### config.mk
export PLATFORM = sky130hd
export DESIGN_NAME = nibble_class_tally
export DESIGN_NICKNAME = d
export VERILOG_FILES = /design/src/rtl/nibble_class_tally.sv
export SDC_FILE = /design/constraint.sdc
export NUM_CORES = 1
export LEC_CHECK = 0
export CAP_MARGIN = 15
export CORE_UTILIZATION = 35
export CTS_BUF_LIST = sky130_fd_sc_hd__clkbuf_8
export DETAILED_ROUTE_END_ITERATION = 10
export PLACE_DENSITY_LB_ADDON = 0.1
export SLEW_MARGIN = 5
export SYNTH_ARGS = -nofsm -noshare
export SYNTH_HDL_FRONTEND = slang
export SYNTH_SLANG_ARGS = --single-unit
export TNS_END_PERCENT = 100
### constraint.sdc
create_clock -name clk -period 2.9 [get_ports clk]
set_input_delay 0.58 -clock clk [delete_from_list [all_inputs] [get_ports clk]]
set_output_delay 0.58 -clock clk [all_outputs]
set_load 0.05 [all_outputs]
### src/rtl/nibble_class_tally.sv
// Per-frame statistics over a classified nibble stream: re-checks the prime/div3
// flags, tallies counts and the longest prime run, and emits one record per frame.
module nibble_class_tally #(
    parameter int  FRAME_LEN = 8,
    localparam int CW        = $clog2(FRAME_LEN + 1)
) (
    input  logic          clk,
    input  logic          rst_n,
    input  logic          in_valid,
    output logic          in_ready,
    input  logic [3:0]    in_a,
    input  logic          in_p,
    input  logic          in_d,
    input  logic          flush,
    output logic          out_valid,
    input  logic          out_ready,
    output logic [CW-1:0] out_len,
    output logic [CW-1:0] out_prime_cnt,
    output logic [CW-1:0] out_div3_cnt,
    output logic [CW-1:0] out_both_cnt,
    output logic [CW-1:0] out_max_run,
    output logic          out_err,
    output logic          err_sticky
);

    localparam logic [CW-1:0] ONE      = CW'(1);
    localparam logic [CW-1:0] FULL     = CW'(FRAME_LEN);
    localparam logic [CW-1:0] LAST_GAP = CW'(FRAME_LEN - 1);

    // Independent reference classification, one table bit per nibble value.
    logic [15:0] prime_tbl;
    logic [15:0] div3_tbl;

    for (genvar gi = 0; gi < 16; gi++) begin : g_ref
        assign prime_tbl[gi] = (gi == 2) || (gi == 3) || (gi == 5) ||
                               (gi == 7) || (gi == 11) || (gi == 13);
        assign div3_tbl[gi]  = ((gi % 3) == 0);
    end

    logic [CW-1:0] cnt_q,   cnt_d;
    logic [CW-1:0] prime_q, prime_d;
    logic [CW-1:0] div3_q,  div3_d;
    logic [CW-1:0] both_q,  both_d;
    logic [CW-1:0] run_q,   run_d;
    logic [CW-1:0] max_q,   max_d;
    logic          ferr_q,  ferr_d;

    logic          out_valid_q, out_valid_d;
    logic [CW-1:0] out_len_q,   out_len_d;
    logic [CW-1:0] out_prime_q, out_prime_d;
    logic [CW-1:0] out_div3_q,  out_div3_d;
    logic [CW-1:0] out_both_q,  out_both_d;
    logic [CW-1:0] out_max_q,   out_max_d;
    logic          out_err_q,   out_err_d;
    logic          sticky_q,    sticky_d;

    logic          accept;
    logic          mismatch;
    logic          full_close;
    logic          flush_close;
    logic          close;
    logic [CW-1:0] cnt_inc, prime_inc, div3_inc, both_inc, run_inc, max_inc;
    logic          ferr_inc;

    // Depends only on registered state, so out_ready never reaches in_ready.
    assign in_ready = !(out_valid_q && (cnt_q == LAST_GAP));

    always_comb begin
        accept    = in_valid && in_ready;
        mismatch  = accept && ((in_p != prime_tbl[in_a]) || (in_d != div3_tbl[in_a]));

        cnt_inc   = accept                   ? cnt_q + ONE   : cnt_q;
        prime_inc = (accept && in_p)         ? prime_q + ONE : prime_q;
        div3_inc  = (accept && in_d)         ? div3_q + ONE  : div3_q;
        both_inc  = (accept && in_p && in_d) ? both_q + ONE  : both_q;
        run_inc   = accept ? (in_p ? run_q + ONE : '0) : run_q;
        max_inc   = (run_inc > max_q) ? run_inc : max_q;
        ferr_inc  = ferr_q || mismatch;

        // cnt_inc != 0 covers both "frame already non-empty" and "sample this cycle".
        full_close  = accept && (cnt_inc == FULL);
        flush_close = flush && !out_valid_q && (cnt_inc != '0);
        close       = full_close || flush_close;

        cnt_d   = close ? '0 : cnt_inc;
        prime_d = close ? '0 : prime_inc;
        div3_d  = close ? '0 : div3_inc;
        both_d  = close ? '0 : both_inc;
        run_d   = close ? '0 : run_inc;
        max_d   = close ? '0 : max_inc;
        ferr_d  = close ? 1'b0 : ferr_inc;

        out_len_d   = close ? cnt_inc   : out_len_q;
        out_prime_d = close ? prime_inc : out_prime_q;
        out_div3_d  = close ? div3_inc  : out_div3_q;
        out_both_d  = close ? both_inc  : out_both_q;
        out_max_d   = close ? max_inc   : out_max_q;
        out_err_d   = close ? ferr_inc  : out_err_q;

        // A close is impossible while a record is held, so load and drain never collide.
        if (close)
            out_valid_d = 1'b1;
        else if (out_valid_q && out_ready)
            out_valid_d = 1'b0;
        else
            out_valid_d = out_valid_q;

        sticky_d = sticky_q || mismatch;
    end

    always_ff @(posedge clk or negedge rst_n) begin
        if (!rst_n) begin
            cnt_q       <= '0;
            prime_q     <= '0;
            div3_q      <= '0;
            both_q      <= '0;
            run_q       <= '0;
            max_q       <= '0;
            ferr_q      <= 1'b0;
            out_valid_q <= 1'b0;
            out_len_q   <= '0;
            out_prime_q <= '0;
            out_div3_q  <= '0;
            out_both_q  <= '0;
            out_max_q   <= '0;
            out_err_q   <= 1'b0;
            sticky_q    <= 1'b0;
        end else begin
            cnt_q       <= cnt_d;
            prime_q     <= prime_d;
            div3_q      <= div3_d;
            both_q      <= both_d;
            run_q       <= run_d;
            max_q       <= max_d;
            ferr_q      <= ferr_d;
            out_valid_q <= out_valid_d;
            out_len_q   <= out_len_d;
            out_prime_q <= out_prime_d;
            out_div3_q  <= out_div3_d;
            out_both_q  <= out_both_d;
            out_max_q   <= out_max_d;
            out_err_q   <= out_err_d;
            sticky_q    <= sticky_d;
        end
    end

    assign out_valid     = out_valid_q;
    assign out_len       = out_len_q;
    assign out_prime_cnt = out_prime_q;
    assign out_div3_cnt  = out_div3_q;
    assign out_both_cnt  = out_both_q;
    assign out_max_run   = out_max_q;
    assign out_err       = out_err_q;
    assign err_sticky    = sticky_q;

endmodule

==> impl_metrics.toml <==
[outcome]
outcome = "finished clean"

[cells_and_area]
n_antenna_cell = 0
fin_area_um2 = 3070
drive_gt1_frac = 0.129
nets = 301
area_delta_synth_final_pct = 25.5
finalNonFillerCells = 359

[synth]
synthCells = 227
synth_common_cells = "dfrtp_1, inv_1, mux2i_1, nor2_1, ha_1"
yosys-top-cells-area = "dfrtp_1, mux2i_1, ha_1"
ys_ff_latch = 48
syn_area_um2 = 2440
yosysWarnings = 0
synth_top_cell_area_share = 0.492
synth_most_common_cell = "dfrtp_1"
syn_avg_cell_area_um2 = 10.8
synthDistinctLibCells = 42
syn_nets = 250
seq_area_frac_synth = 0.492
synth_edf_count = 0
yosys.area.top_type = "dfrtp_1"
synthFlopType = "dfrtp_1"
async_reset_ff_frac = 1.00

[timing]
slew_headroom = 0.646
fin_crit_sh = 0.933
skew_ns = 0.00994
rsz0062_at_grt = "false"
setup_viol = 0
post-route-min-period_ns = 2.71
holdWs_ns = 0.249
hold_viol = 0
worst_slew_pin_slew_ns = 0.531
maxSlewViolCount = 0
timing.fmax_mhz = 370

[floorplanning]
die_area_um2 = 7320
row_count = 30
ios = 35
initial_core_util = 0.362
die_h_um = 85.6
coreArea_um2 = 6760
chipWidth_um = 85.6

[drt]
routed_wl_mm = 4.69
wire_per_inst_um = 13.1
firstDrtPassIters = 4
drc = 0
dr_total_vias = 1713
first_iter_violations = 60
detail-route-antenna-nets = 0
via_per_inst = 4.77

[setup_path]
critPathLaunchType = "flop"
crit_fanout = 6
cpMostUsedCell = "mux2i_1"
crit_slowest_cell = "dfrtp_1"
crit_chain = "ha_2 -> nand4b_4 -> and2_1 -> o221ai_1 -> ha_1 -> and4_1 -> a21oi_2 -> buf_4 -> mux2i_1 -> mux2i_1"
end_kind = "flop"
path_class = "flop to flop"
crit_cells = 10
worstPathRequired_ns = 3.08
cp_num_buf_inv = 1
critPathTopFamily = "adder cells"
crit_start = "cnt_q[0]"
slowest_delay_ns = 0.46
r2r_cells = 10
cp.arrival_ns = 2.89
timing.rr.start = "cnt_q[0]"

[grt]
grtUsageTotal = 0.141
grt_max_degree = 29
use_met1 = 0.198
grt_pass1_wl_mm = 8.04
antenna_found_initial = 0
gr-total-overflow = 0
grt_util_met2 = 0.218
top_usage_layer = "met2"
grt_use_met3 = 0.0298
first_global_vias = 1665

[power_and_ir_drop]
p_leak_uw = 0.00145
comb_power_share = 0.510
intPower_uw = 1640
p_switching_uw = 1230
p_seq_frac = 0.356
p_sw_frac = 0.428
power_density_nw_per_um2 = 938
peakVddDrop_uv = 437
pwr-share-clk = 0.134

[clocking]
insertion_delay_ns = 0.30
postCtsHoldBufs = 0
numCtsBuffers = 5
cts-root-buf = "clkbuf_8"
tritoncts = "yes"
cts_resized = 0
htreeDepth = 2
postCtsSetupBuffers = 0
path_clk_slew_ns = 0.09
cts_sinks = 48
cts_max_path_buffers = 2

[flow_run]
drv_cap = 0

[placed_design]
gp_congestion = 0.693
dp_hpwl_mm = 3.46
port_buffers = 34
dp.cells = 351
placement.cell_area_um2 = 2980

[min_path]
hold_path.class = "primary input to async pin"
-- worst reg2reg max path, cell delays in order, from the launching register on --
cell      delay (ns)
dfrtp_1         0.46
ha_2            0.30
nand4b_4        0.10
and2_1          0.26
o221ai_1        0.31
ha_1            0.32
and4_1          0.19
a21oi_2         0.16
buf_4           0.14
mux2i_1         0.23
mux2i_1         0.11
-- path summary, 6_finish.rpt --
| kind | end | slack, ns |
|---|---|---|
| min in group clk | err_sticky | 0.47 |
| max | out_max_run[1] | 0.19 |
| max reg2reg | out_max_run[1] | 0.19 |
| min | prime_q[3] | 0.25 |
| max in group asynchronous | out_max_run[3] | 2.12 |
| min reg2reg | err_sticky | 0.47 |
-- stage by stage --
step           setup WS, ns  power (uW)  utilization  setup TNS (ns)
2_1_floorplan        0.0295        2040            -               0
3_3_place_gp         0.0372        2500        0.441               0
3_5_place_dp        -0.0145        2520        0.441         -0.0163
4_1_cts               0.176        2920        0.454               0
6_report              0.195        2880        0.454               0
5_1_grt             0.00258        3080        0.454               0
-- kinds of logic (layout without fill, tap and decap cells) --
| family | count (synthesis) | count (layout) | synth area share |
|---|---|---|---|
| muxes | 29 | 29 | 0.124 |
| xor gates and xnor gates | 13 | 13 | 0.0466 |
| buffers and inverters | 37 | 89 | 0.0650 |
| AOI/OAI and AO/OA | 25 | 25 | 0.0712 |
| DFF | 48 | 48 | 0.492 |
| adders and majority gates | 12 | 12 | 0.0614 |
| and+or+nand+nor | 63 | 63 | 0.140 |
-- sequential cells by signal, indices dropped and copies added, names as in the netlist --
name / cells
max_q: 4
both_q: 4
out_both_cnt: 4
out_len: 4
err_sticky: 1
ferr_q: 1
out_prime_cnt: 4
prime_q: 4
out_div3_cnt: 4
out_valid: 1
out_max_run: 4
cnt_q: 4
div3_q: 4
run_q: 4
out_err: 1
-- power groups by stage --
stage / sequential [uW] / clock [uW] / combinational, uW
floorplan: 1380 / 0 / 662
global placement: 1040 / 0 / 1460
detailed placement: 1040 / 0 / 1480
CTS: 1030 / 405 / 1490
global route: 1050 / 431 / 1600
finish: 1020 / 384 / 1470
-- layout make-up --
class	count	area (um^2)
Clock buffer	5	68.8
Clock inverter	3	16.3
Fill cell	670	3690
Inverter	30	113
Multi-Input combinational cell	142	1090
Sequential cell	48	1200
Tap cell	80	100
Timing Repair Buffer	51	475
-- metal layers --
layer  part of all wire  routed length (um)
met1               0.50                2360
met2               0.45                2130
met3              0.033                 155
met4             0.0094                  44
met5                  0                   0
-- cell usage in the layout, fill, tap and decap left out, types with 4 or more instances in the layout --
| cell | synthesis | layout |
|---|---|---|
| ha_1 | 12 | 11 |
| inv_1 | 30 | 32 |
| nand3_1 | 7 | 7 |
| and2_1 | 5 | 5 |
| xor2_1 | 10 | 10 |
| mux2i_1 | 27 | 27 |
| nand2_1 | 7 | 7 |
| clkdlybuf4s50_1 | 0 | 33 |
| a21oi_1 | 7 | 6 |
| dfrtp_1 | 48 | 47 |
| nand4_1 | 4 | 4 |
| nor2_1 | 24 | 24 |
| clkbuf_8 | 0 | 5 |
| buf_4 | 0 | 16 |
| nor2b_1 | 4 | 4 |
Note: power is estimated with default switching activity, not from simulation.
==> RTL change 1: new RTL, config.mk and constraints unchanged <==
Set the parameter `FRAME_LEN` to 16 (it was 8).
--- a/src/rtl/nibble_class_tally.sv
+++ b/src/rtl/nibble_class_tally.sv
@@ -1,7 +1,7 @@
 // Per-frame statistics over a classified nibble stream: re-checks the prime/div3
 // flags, tallies counts and the longest prime run, and emits one record per frame.
 module nibble_class_tally #(
-    parameter int  FRAME_LEN = 8,
+    parameter int  FRAME_LEN = 16,
     localparam int CW        = $clog2(FRAME_LEN + 1)
 ) (
     input  logic          clk,
Interface: changed (5 resized); port bits go from 35 to 40. No check against the original RTL was run, so the function may have changed too.
==> RTL change 1 against the original RTL <==
Sequential share of layout area decreased by 1.1 points; final area increased by 26%; clock power increased by 91%; wire length increased by 21%; sequential power increased by 11%; sequential cell count increased by 11; area after synthesis increased by 18%; setup slack got worse by 98 ps; total power increased by 14%; largest power group unchanged.
==> RTL change 1: results (changes against the original RTL) <==
Cells and area
  • Final cell count without fillers: 439 (was 359)
  • Nets: 358 (was 301)
  • Layout cells sized above 1: 18.4% (was 12.9%)
  • Fillers: 759 (was 670)

Clocking
  • CTS clock-pin slew for the worst setup and hold paths: 60 ps (was 90 ps)
  • Clock Latency Late Sink: 330 ps (was 300 ps)
  • Total CTS buffers: 9 (was 5)
  • H-tree levels: 3 (was 2)

Synth
  • Mapped Nets: 291 (was 250)
  • Yosys cell types: 35 (was 42)
  • Seq/Total Area, Yosys: 51.0% (was 49.2%)
  • Synth cell count leaders: dfrtp_1 (59), mux2i_1 (37), inv_1 (36), nor2_1 (34), ha_1 (14) (was dfrtp_1 (48), inv_1 (30), mux2i_1 (27), nor2_1 (24), ha_1 (12))
  • Synth top area cells: dfrtp_1 (51%), mux2i_1 (13%), ha_1 (6.1%) (was dfrtp_1 (49%), mux2i_1 (11%), ha_1 (6.1%))
  • Synth Area per Inst: 10.9 sq um (was 10.8 sq um)

Worst setup path
  • R2r worst-path depth: 13 (was 10)
  • Critical Path AT: 3060 ps (was 2890 ps)
  • Worst Path Max Fanout: 8 (was 6)
  • CP max stage delay: 380 ps (was 460 ps)
  • Family with the most delay on the worst path: compound AO/OA/AOI/OAI gates (was adder cells)

Timing
  • Final Cycle Share: 96.6% (was 93.3%)
  • Clock skew: 6.22 ps (was 9.94 ps)
  • Max transition margin: 49.3% (was 64.6%)

Placed design
  • Detailed placement HPWL: 3.83 mm (was 3.46 mm)
  • GPL Wtd Cong: 0.753 (was 0.693)
  • Pre-CTS worst setup slack: -196 ps (was -14.5 ps)
  • Placed Area: 3580 sq um (was 2980 sq um)
  • Dpl cells: 420 (was 351)
  • # port buffers: 39 (was 34)

Route
  • Avg Vias per Cell: 4.59 (was 4.77)
  • Iter 0 DRT Violations: 72 (was 60)
  • Routed wl met3: 256 um (was 155 um)
  • WL/cell: 12.9 um (was 13.1 um)
  • M1 wire length: 2.59 mm (was 2.36 mm)

Status
  • Outcome: complete, no violations (unchanged)

Global route
  • Total track usage: 14.7% (was 14.1%)
  • Largest net degree at the start of global routing: 60 (was 29)
  • Vias in the first global route: 2141 (was 1665)
  • Initial antenna violation count: 0 (unchanged)

Pwr
  • Sw frac: 38.1% (was 42.8%)
  • Peak supply drop: 435 uV (was 437 uV)
==> RTL change 1: cell types whose count changed in the layout (fill, tap and decap cells not counted), moves of 6 or more <==
cell,unedited run,this run
buf_4,16,23
clkbuf_8,5,11
dfrtp_1,47,59
inv_1,32,38
mux2i_1,27,36
nor2_1,24,33
==> RTL change 1: final cells by class <==
class / instances / area share [%]
Tap cell: 102 / 3.29
Inverter: 36 / 3.49
Sequential cell: 59 / 38.1
Clock inverter: 4 / 1.10
Multi-Input combinational cell: 162 / 34.2
Timing Repair Buffer: 65 / 15.9
Clock buffer: 11 / 3.90
==> RTL change 1: cell families after synthesis <==
kind of cell / count (synthesis) / share of synthesized area [%]
AO/OA/AOI/OAI: 23 / 5.97
buffers and inverters: 45 / 6.74
XOR/XNOR: 16 / 4.84
AND/OR/NAND/NOR: 69 / 11.0
adder cells (fa/ha/maj): 14 / 6.05
flip-flops: 59 / 51.0
multiplexers: 40 / 14.4
==> RTL change 1: timing repair <==
action                     4_1_cts  5_1_grt
resized for setup                5        9
gates cloned                     0        0
buffers inserted                 2        2
hold endpoints to repair         0        0
setup endpoints to repair        5       45
pin swaps                        3        5
==> RTL change 1: worst paths after layout <==
kind / end
max reg2reg: out_max_run[0]
min reg2reg: err_sticky
max: out_max_run[0]
max in group asynchronous: out_max_run[3]
min: out_len[2]
min in group clk: err_sticky
==> RTL change 1: routing by layer <==
metal	vias to the layer above	global-route usage, %
met1	972	18.4
li1	998	-
met3	7	5.50
met2	36	23.7
met5	-	0
met4	0	3.85
==> RTL change 1: worst register-to-register path, cell delays in order, from the launching register on <==
cell and delay [ps]:
dfrtp_1 380, ha_2 190, and3_4 180, ha_4 170, a21bo_4 260, nor3_2 110
a21o_1 100, a22o_1 190, ha_4 230, a21oi_2 120, o21ai_1 90, o21a_2 270
mux2_4 310, mux2i_1 130
==> RTL change 1: stage by stage <==
stage / hold WS (ps) / utilization [%]
after floorplan: 284 / -
after global placement: 455 / 45.6
after detailed placement: 457 / 45.6
after CTS: 434 / 48.5
after global routing: 458 / 49.4
final: 389 / 49.4
==> RTL change 1: power by group through the flow <==
| stage | combinational, mW | sequential [mW] | clock [mW] |
|---|---|---|---|
| floorplan | 0.617 | 1.47 | 0 |
| global placement | 1.37 | 1.14 | 0 |
| detailed placement | 1.38 | 1.14 | 0 |
| CTS | 1.41 | 1.13 | 0.770 |
| global route | 1.53 | 1.16 | 0.802 |
| finish | 1.41 | 1.13 | 0.735 |
==> RTL change 2: new RTL, same settings <==
Without the edit above. Make the reset (`rst_n`) synchronous in one clocked block.
--- a/src/rtl/nibble_class_tally.sv
+++ b/src/rtl/nibble_class_tally.sv
@@ -108,7 +108,7 @@
         sticky_d = sticky_q || mismatch;
     end
 
-    always_ff @(posedge clk or negedge rst_n) begin
+    always_ff @(posedge clk) begin
         if (!rst_n) begin
             cnt_q       <= '0;
             prime_q     <= '0;
Behaviour: differs if rst_n is asserted again (counterexample within 4 cycles, from zero or initial values and one cycle with rst_n low); with rst_n held inactive, the same outputs for 10 cycles.
==> RTL change 2 against the original RTL <==
Via count rose by 1.2%; sequential cell count unchanged; setup slack improved by 66 ps; area after synthesis shrank 7.1%; wire length down 3.0%; final area is 6.0% lower; critical path type unchanged.
Power is not compared: it rests on default switching activity, and its combinational part moved more than twofold at a synthesized area within 25%.
==> RTL change 2: results (changes against the original RTL) <==
Status
  • Outcome: complete, no violations (unchanged)

Route
  • Drt total wl: 4.55 mm (was 4.69 mm)
  • Iter 0 DRT Violations: 46 (was 60)
  • Drt first pass iters: 4 (unchanged)
  • Total number of vias: 1734 (was 1713)

Cells and area
  • Ant diodes: 0 (unchanged)
  • Nets: 306 (was 301)
  • Layout cells sized above 1: 11.6% (was 12.9%)
  • Fillers: 632 (was 670)

Clocking
  • H-tree levels: 2 (unchanged)
  • Post-CTS Setup Bufs: 0 (unchanged)
  • Total CTS buffers: 5 (unchanged)
  • Post-CTS resize count: 0 (unchanged)
  • Clock Latency Late Sink: 300 ps (about the same)
  • CTS clock-pin slew for the worst setup and hold paths: 90 ps (about the same)
  • Root buffer cell: clkbuf_8 (unchanged)

Synth
  • Mapped Nets: 265 (was 250)
  • Synth cell count leaders: dfxtp_1 (48), nor2_1 (26), nand2_1 (25) (was dfrtp_1 (48), inv_1 (30), mux2i_1 (27), nor2_1 (24), ha_1 (12))
  • Seq/Total Area, Yosys: 42.3% (was 49.2%)
  • Yosys cell types: 42 (unchanged)
  • Synth top area cells: dfxtp_1 (42%), ha_1 (6.6%), o211a_1 (5.3%) (was dfrtp_1 (49%), mux2i_1 (11%), ha_1 (6.1%))
  • Post-synth ARST share: 0% (was 100%)
  • Warnings, synthesis: 0 (unchanged)

Global route
  • Initial antenna violation count: 0 (unchanged)
  • Largest net degree at the start of global routing: 34 (was 29)
  • First-pass GRT wire length: 7.81 mm (was 8.04 mm)
  • Total track usage: 15.3% (was 14.1%)

Pwr
  • Sw frac: 31.3%
  • Leakage: 1.30 nW
  • Peak supply drop: 269 uV

Worst setup path
  • R2R Setup Slk: 260 ps (was 190 ps)
  • Worst Path Max Fanout: 9 (was 6)
  • Critical Path Start: cnt_q[1] (was cnt_q[0])
  • Critical Path AT: 2830 ps (was 2890 ps)

Placed design
  • GPL Wtd Cong: 0.774 (was 0.693)
  • # port buffers: 34 (unchanged)
  • Detailed placement HPWL: 3.27 mm (was 3.46 mm)

Timing
  • Worst Max-Slew Pin Slew: 508 ps (was 531 ps)
  • Clock skew: 7.84 ps (was 9.94 ps)

Hold path
  • Hold_sp: ferr_q
  • Worst min path class: register to register (was input pin to async pin)
-- RTL change 2: changes by cell type in the layout (fill, tap and decap cells not counted), moves of 3 or more --
| cell | delta |
|---|---|
| and3_1 | +4 |
| buf_4 | -4 |
| dfrtp_1 | -47 |
| dfxtp_1 | +46 |
| inv_1 | -23 |
| mux2i_1 | -20 |
| nand2_1 | +18 |
| nor2b_1 | +6 |
| o211a_1 | +12 |
| o21ai_0 | +5 |
| o22ai_1 | +3 |
-- RTL change 2: routing by layer --
metal  GRT usage (%)  up-vias  part of all wire [%]
li1                -      910                     -
met1            19.8      781                    51
met2            23.9       35                    42
met3            4.62        8                   5.1
met4            5.52        0                   2.0
met5               0        -                     0
-- RTL change 2: logic make-up (layout without fill, tap and decap cells) --
kind of cell / Yosys count / in the layout / synth area share [%]
XOR/XNOR: 16 / 16 / 6.17
adder cells (fa/ha/maj): 12 / 12 / 6.62
multiplexers: 9 / 9 / 4.58
AND/OR/NAND/NOR: 89 / 89 / 20.0
flip-flops: 48 / 48 / 42.3
AO/OA/AOI/OAI: 45 / 45 / 14.6
buffers and inverters: 23 / 65 / 5.79
-- RTL change 2: final cells by class --
| class | count | area [sq um] | share of cell area, % |
|---|---|---|---|
| clock buffers | 6 | 82.6 | 2.87 |
| repair buffers | 48 | 470 | 16.3 |
| clock inverters | 2 | 38.8 | 1.35 |
| flip-flops and latches | 48 | 963 | 33.4 |
| multi-input cells | 171 | 1200 | 41.6 |
| well taps | 75 | 93.8 | 3.26 |
| inverters | 9 | 33.8 | 1.17 |
-- RTL change 2: through the flow --
stage                     hold slack [ps]  instance area (sq um)  cells  worst slack (ps)
after floorplan                       427                   2290    242              3.61
after global placement                442                   2760    351              44.1
after detailed placement              454                   2760    351              32.9
after CTS                             474                   2880    359               238
after global routing                  494                   2880    359             0.687
final                                 466                   2880    359               261
-- RTL change 2: critical path: stages, from the launching register on --
cell	delay (ps)
dfxtp_1	480
ha_4	220
nand4b_4	180
and2_1	240
a211oi_2	210
inv_1	70
ha_1	290
nand4_1	80
o21ai_0	100
a21oi_2	140
mux2_2	350
mux2i_1	130
nor2b_1	60
-- RTL change 2: final timing paths --
path | end | depth (start not counted)
hold / removal | ferr_q | 2
hold reg to reg | ferr_q | 2
setup / recovery | out_max_run[1] | 12
setup reg to reg | out_max_run[1] | 12
-- RTL change 2: power groups by stage --
stage	sequential [mW]	combinational [mW]	clock, mW
2_1_floorplan	0.866	0.231	0
3_3_place_gp	0.765	0.488	0
3_5_place_dp	0.764	0.491	0
4_1_cts	0.749	0.493	0.537
5_1_grt	0.756	0.530	0.557
6_report	0.748	0.485	0.509
